===== src/rtl/rob_pkg.sv =====
// Shared reorder-buffer definitions: instruction type codes and default widths.
// Imported by the ROB, decoder, reservation stations and load/store buffer.
package rob_pkg;

  localparam int ROB_WIDTH_DEF = 4;
  localparam int REG_WIDTH_DEF = 5;

  localparam logic [1:0] TYPE_REG    = 2'd0;
  localparam logic [1:0] TYPE_STORE  = 2'd1;
  localparam logic [1:0] TYPE_BRANCH = 2'd2;
  localparam logic [1:0] TYPE_NOP    = 2'd3;

endpackage


===== src/rtl/reorder_buffer.sv =====
// Circular in-order retirement queue: issue at tail, CDB write-back, retire at head.
// Ports: clk_in/rst_in/rdy_in; issue_* + free/free_tag (decoder side);
//   wb_* (CDB); commit_* (regfile/LSB); clear/redirect_pc (mispredict flush).
module reorder_buffer
  import rob_pkg::*;
#(
  parameter int ROB_WIDTH = ROB_WIDTH_DEF,
  parameter int REG_WIDTH = REG_WIDTH_DEF
) (
  input  logic                 clk_in,
  input  logic                 rst_in,
  input  logic                 rdy_in,
  input  logic                 issue_valid,
  input  logic [1:0]           issue_type,
  input  logic [REG_WIDTH-1:0] issue_rd,
  input  logic [31:0]          issue_pred_pc,
  output logic                 free,
  output logic [ROB_WIDTH-1:0] free_tag,
  input  logic                 wb_valid,
  input  logic [ROB_WIDTH-1:0] wb_tag,
  input  logic [31:0]          wb_value,
  output logic                 commit_valid,
  output logic [ROB_WIDTH-1:0] commit_tag,
  output logic [1:0]           commit_type,
  output logic [REG_WIDTH-1:0] commit_rd,
  output logic [31:0]          commit_value,
  output logic                 clear,
  output logic [31:0]          redirect_pc
);

  localparam int DEPTH = 2 ** ROB_WIDTH;
  localparam logic [ROB_WIDTH:0] FULL = (ROB_WIDTH + 1)'(DEPTH);

  logic [ROB_WIDTH-1:0] head_q, head_d;
  logic [ROB_WIDTH-1:0] tail_q, tail_d;
  logic [ROB_WIDTH:0]   count_q, count_d;
  logic [DEPTH-1:0]     busy_q, busy_d;
  logic [DEPTH-1:0]     ready_q, ready_d;

  logic [1:0]           type_q  [DEPTH];
  logic [REG_WIDTH-1:0] rd_q    [DEPTH];
  logic [31:0]          value_q [DEPTH];
  logic [31:0]          pred_q  [DEPTH];

  logic                 cvalid_q;
  logic [ROB_WIDTH-1:0] ctag_q;
  logic [1:0]           ctype_q;
  logic [REG_WIDTH-1:0] crd_q;
  logic [31:0]          cvalue_q;
  logic                 clear_q;
  logic [31:0]          redir_q;

  logic issue_acc;
  logic wb_acc;
  logic commit_fire;
  logic mispredict;

  // free depends on registers only so the decoder sees no comb loop
  assign free     = (count_q != FULL) && !clear_q;
  assign free_tag = tail_q;

  assign issue_acc   = rdy_in && issue_valid && free;
  assign wb_acc      = rdy_in && wb_valid && !clear_q
                       && busy_q[wb_tag];
  assign commit_fire = rdy_in && !clear_q
                       && busy_q[head_q] && ready_q[head_q];
  assign mispredict  = commit_fire
                       && (type_q[head_q] == TYPE_BRANCH)
                       && (value_q[head_q] != pred_q[head_q]);

  always_comb begin
    head_d  = head_q;
    tail_d  = tail_q;
    count_d = count_q;
    busy_d  = busy_q;
    ready_d = ready_q;

    if (wb_acc) ready_d[wb_tag] = 1'b1;

    if (issue_acc) begin
      busy_d[tail_q]  = 1'b1;
      ready_d[tail_q] = 1'b0;
      tail_d          = tail_q + 1'b1;
    end

    if (commit_fire) begin
      busy_d[head_q] = 1'b0;
      head_d         = head_q + 1'b1;
    end

    unique case ({issue_acc, commit_fire})
      2'b10:   count_d = count_q + 1'b1;
      2'b01:   count_d = count_q - 1'b1;
      default: count_d = count_q;
    endcase

    // flush overrides any same-cycle issue or write-back
    if (mispredict) begin
      busy_d  = '0;
      ready_d = '0;
      head_d  = '0;
      tail_d  = '0;
      count_d = '0;
    end
  end

  always_ff @(posedge clk_in or posedge rst_in) begin
    if (rst_in) begin
      head_q  <= '0;
      tail_q  <= '0;
      count_q <= '0;
      busy_q  <= '0;
      ready_q <= '0;
    end else begin
      head_q  <= head_d;
      tail_q  <= tail_d;
      count_q <= count_d;
      busy_q  <= busy_d;
      ready_q <= ready_d;
    end
  end

  // payload needs no reset: busy/ready gate every use
  always_ff @(posedge clk_in) begin
    if (issue_acc) begin
      type_q[tail_q] <= issue_type;
      rd_q[tail_q]   <= issue_rd;
      pred_q[tail_q] <= issue_pred_pc;
    end
    if (wb_acc) value_q[wb_tag] <= wb_value;
  end

  always_ff @(posedge clk_in or posedge rst_in) begin
    if (rst_in) begin
      cvalid_q <= 1'b0;
      ctag_q   <= '0;
      ctype_q  <= '0;
      crd_q    <= '0;
      cvalue_q <= '0;
      clear_q  <= 1'b0;
      redir_q  <= '0;
    end else if (rdy_in) begin
      cvalid_q <= commit_fire;
      clear_q  <= mispredict;
      if (commit_fire) begin
        ctag_q   <= head_q;
        ctype_q  <= type_q[head_q];
        crd_q    <= rd_q[head_q];
        cvalue_q <= value_q[head_q];
      end
      if (mispredict) redir_q <= value_q[head_q];
    end
  end

  // pulses are held while frozen and shown once rdy_in returns
  assign commit_valid = cvalid_q && rdy_in;
  assign clear        = clear_q && rdy_in;
  assign commit_tag   = ctag_q;
  assign commit_type  = ctype_q;
  assign commit_rd    = crd_q;
  assign commit_value = cvalue_q;
  assign redirect_pc  = redir_q;

endmodule


===== config.mk =====
export PLATFORM = sky130hd
export DESIGN_NAME = reorder_buffer
export DESIGN_NICKNAME = d
export VERILOG_FILES = /design/src/rtl/rob_pkg.sv /design/src/rtl/reorder_buffer.sv
export SDC_FILE = /design/constraint.sdc
export NUM_CORES = 1
export LEC_CHECK = 0
export CAP_MARGIN = 20
export CORE_UTILIZATION = 50
export CTS_BUF_LIST = sky130_fd_sc_hd__clkbuf_16
export CTS_CLUSTER_SIZE = 12
export DETAILED_ROUTE_END_ITERATION = 8
export PLACE_DENSITY = 0.67
export RECOVER_POWER = 100
export SLEW_MARGIN = 40
export SYNTH_ARGS = -nofsm -noshare
export SYNTH_HDL_FRONTEND = slang
export SYNTH_SLANG_ARGS = --single-unit

===== constraint.sdc =====
create_clock -name clk_in -period 11.7 [get_ports clk_in]
set_clock_uncertainty 0.05 [all_clocks]
set_input_delay 2.34 -clock clk_in [delete_from_list [all_inputs] [get_ports clk_in]]
set_output_delay 2.34 -clock clk_in [all_outputs]
set_load 0.05 [all_outputs]

==> flow_summary.toml <==
[synthesis]
ys.flop_type = "edfxtp_1"
synth_top_family_by_area = "multiplexers"
synth-simple-area-share = 0.02032
synth-edff-count = 1136
synthTopCellsByArea = "edfxtp_1 71%, mux4_2 14%, dfrtp_1 6.3%, a22oi_1 2.0%, mux2_2 1.0%"
ys_seq_area_frac = 0.7709
syn_avg_cell_area_um2 = 21.75
synthesis.area_um2 = 48210
synth.distinct_cells = 37
synth_fa_ha_area_frac = 0.003270
ys_async_sr_fraction = 0.09698
yosysTopAreaCell = "edfxtp_1"
ys_ff_latch = 1258
synth_top_area_frac = 0.7076
muxShareOfSynthArea = 0.1592
synth_commonest_cells = "1,136 x edfxtp_1, 298 x mux4_2, 128 x a22oi_1, 122 x dfrtp_1, 94 x nand2_1"
syn_inst = 2217
yosysMostFrequentCell = "edfxtp_1"
synth_nets = 2309
synth_warnings = 0
synth_compound_gate_area_share = 0.02541
synth-xor-area-share = 0.007630

[power]
p_sw_uw = 4425
pwr-share-clk = 0.285
p_leak_uw = 0.01820
swShare = 0.3303
pwr-share-comb = 0.307
p_seq_frac = 0.408
p_per_area_nw_per_um2 = 243.1
max-vdd-ir-drop_uv = 203.7
internal_power_uw = 8974
fin_total_pwr_uw = 13400

[place]
dp_cells = 3582
place_ws_ns = 5.545
io_buffers = 161
gp_congestion = 0.8053
dpl.hpwl_mm = 62.04

[finish]
syn_to_final_growth_pct = 14.34
final_layout_size_suffix_gt1_frac = 0.2104
stdcell_count = 3819
utilization = 0.5785
nets = 2545

[critical_path]
cp_max_fo = 23
arrival_ns = 7.96
worstSetupPathType = "input port to register"
critPathLaunchType = "input port"
reg2reg_depth = 11
end_kind = "register"
crit_required_ns = 11.94

[clock_network]
clkTransAtPathRegs_ns = 0.06
cts.path.max_buffers = 3
clock-sinks = 1258
postCtsSetupRepairBufs = 0
cts_tree = "yes"
cts_inserted_buffers = 132
htreeDepth = 4
cts_root_buffer = "clkbuf_16"
hold_buffers = 0
clkLatencyLatePin_ns = 0.75
cts_resized = 0

[drt]
wl_per_cell_um = 29.39
drc = 0
ant_nets = 0
drt_wl_total_mm = 112.2
via_per_inst = 6.097
drt_iter0_markers = 2570
num_vias = 23280
firstDrtPassIters = 6

[timing]
hold_violations = 0
drv_slew = 1217
fin_ws_ns = 3.980
max_slew_margin = -1.402
tightestPinTransition_ns = 3.603
fmax_mhz = 129.5
min_period_over_period = 0.6598
rsz0062_at_grt = "false"
setup_viol = 0
timing.final.crit_period_ns = 7.720
tns_ns = 0

[floorplanning]
rows = 113
coreArea_um2 = 95290
start_util = 0.5059
die_x_um = 312.5
dieArea_um2 = 97670
ios = 162
die_height_um = 312.5

[grt]
antenna_found_initial = 21
grt_first_pass_wirelength_mm = 164.6
grt_pass1_vias = 24320
grt_usage = 0.2342
grt.overflow.total = 0
grt_max_degree = 138

[flow_run]
cap_viol_max_count = 42

[min_path]
hold_path_class = "register to register"
min_path_cells = 1

[run_status]
violations = "max-capacitance violations, max-slew violations"
status = "finished, violations left"
## power by group through the flow
stage,clock network [uW],logic [uW],registers (uW)
after CTS,3880,4260,5480
after detailed placement,0,4250,5570
after floorplan,0,2480,5890
after global placement,0,4200,5550
final,3820,4110,5470
after global routing,4030,4360,5510
## path summary, 6_finish.rpt
kind / startpoint / endpoint / slack (ns)
setup / recovery: rdy_in / pred_q[13][12] / 3.98
hold / removal: cvalid_q / cvalid_q / 0.43
setup reg to reg: head_q[1] / redirect_pc[20] / 4.36
hold reg to reg: cvalid_q / cvalid_q / 0.43
max in group asynchronous: rst_in / head_q[0] / 7.23
min in group asynchronous: rst_in / redirect_pc[11] / 2.73
## critical path, stage by stage
cell and delay [ns]:
dlygate4sd3_1 0.56, inv_1 0.09, nor2_1 0.31, nand2_1 0.09, a21oi_1 0.11, clkbuf_1 0.48, nand2_1 0.32, nor2_1 1.87
clkbuf_1 1.75
## cells by family (layout without fill, tap and decap cells)
group,count (synthesis),in the layout
DFF,1258,1258
muxes,374,374
and+or+nand+nor,229,229
AOI/OAI and AO/OA,172,172
buffers and inverters,130,460
xor gates and xnor gates,42,42
adders and majority gates,12,12
other,0,7
## per-layer routing
layer / wire length [um] / part of all wire / track usage / up-vias
li1: - / - / - / 9682
met1: 44840 / 0.40 / 0.3186 / 12450
met2: 56170 / 0.50 / 0.3807 / 945
met3: 8480 / 0.076 / 0.05189 / 191
met4: 2624 / 0.023 / 0.07328 / 18
met5: 122 / 0.0011 / 0 / -
## per-stage QoR
stage / hold WS (ns) / area [um^2]
2_1_floorplan: 0.3961 / 48210
3_3_place_gp: 0.4118 / 51550
3_5_place_dp: 0.4198 / 51560
4_1_cts: 0.4337 / 55490
5_1_grt: 0.4551 / 55110
6_report: 0.4266 / 55120
## sequential cells by signal, summed over array words and instances (netlist names), 2 cells and up
signal	cells
head_q	4
value_q	512
commit_tag	4
rd_q	80
commit_rd	5
free_tag	4
commit_type	2
count_q	5
type_q	32
pred_q	512
busy_q	16
commit_value	32
redirect_pc	32
ready_q	16
## cell type report
cell class,instances,area [um^2]
well taps,1265,1583
fillers,6901,40170
diodes,7,17.52
repair buffers,220,2001
multi-input cells,829,10380
clock buffers,133,3328
flip-flops and latches,1258,37170
inverters,12,46.29
clock inverters,95,594.3
## cells in the final DEF, fill, tap and decap left out, types with 25 or more instances in the layout
cell type	synthesis	layout
clkbuf_1	54	39
edfxtp_1	1136	1136
mux2_1	1	31
a22oi_1	128	128
nand2_1	94	94
clkbuf_16	0	133
dlygate4sd3_1	0	156
mux2_2	43	43
xor2_1	36	36
clkinv_1	0	25
inv_1	12	55
nor2_1	73	64
dfrtp_1	122	120
mux4_2	298	298
Note: power is estimated with default switching activity, not from simulation.
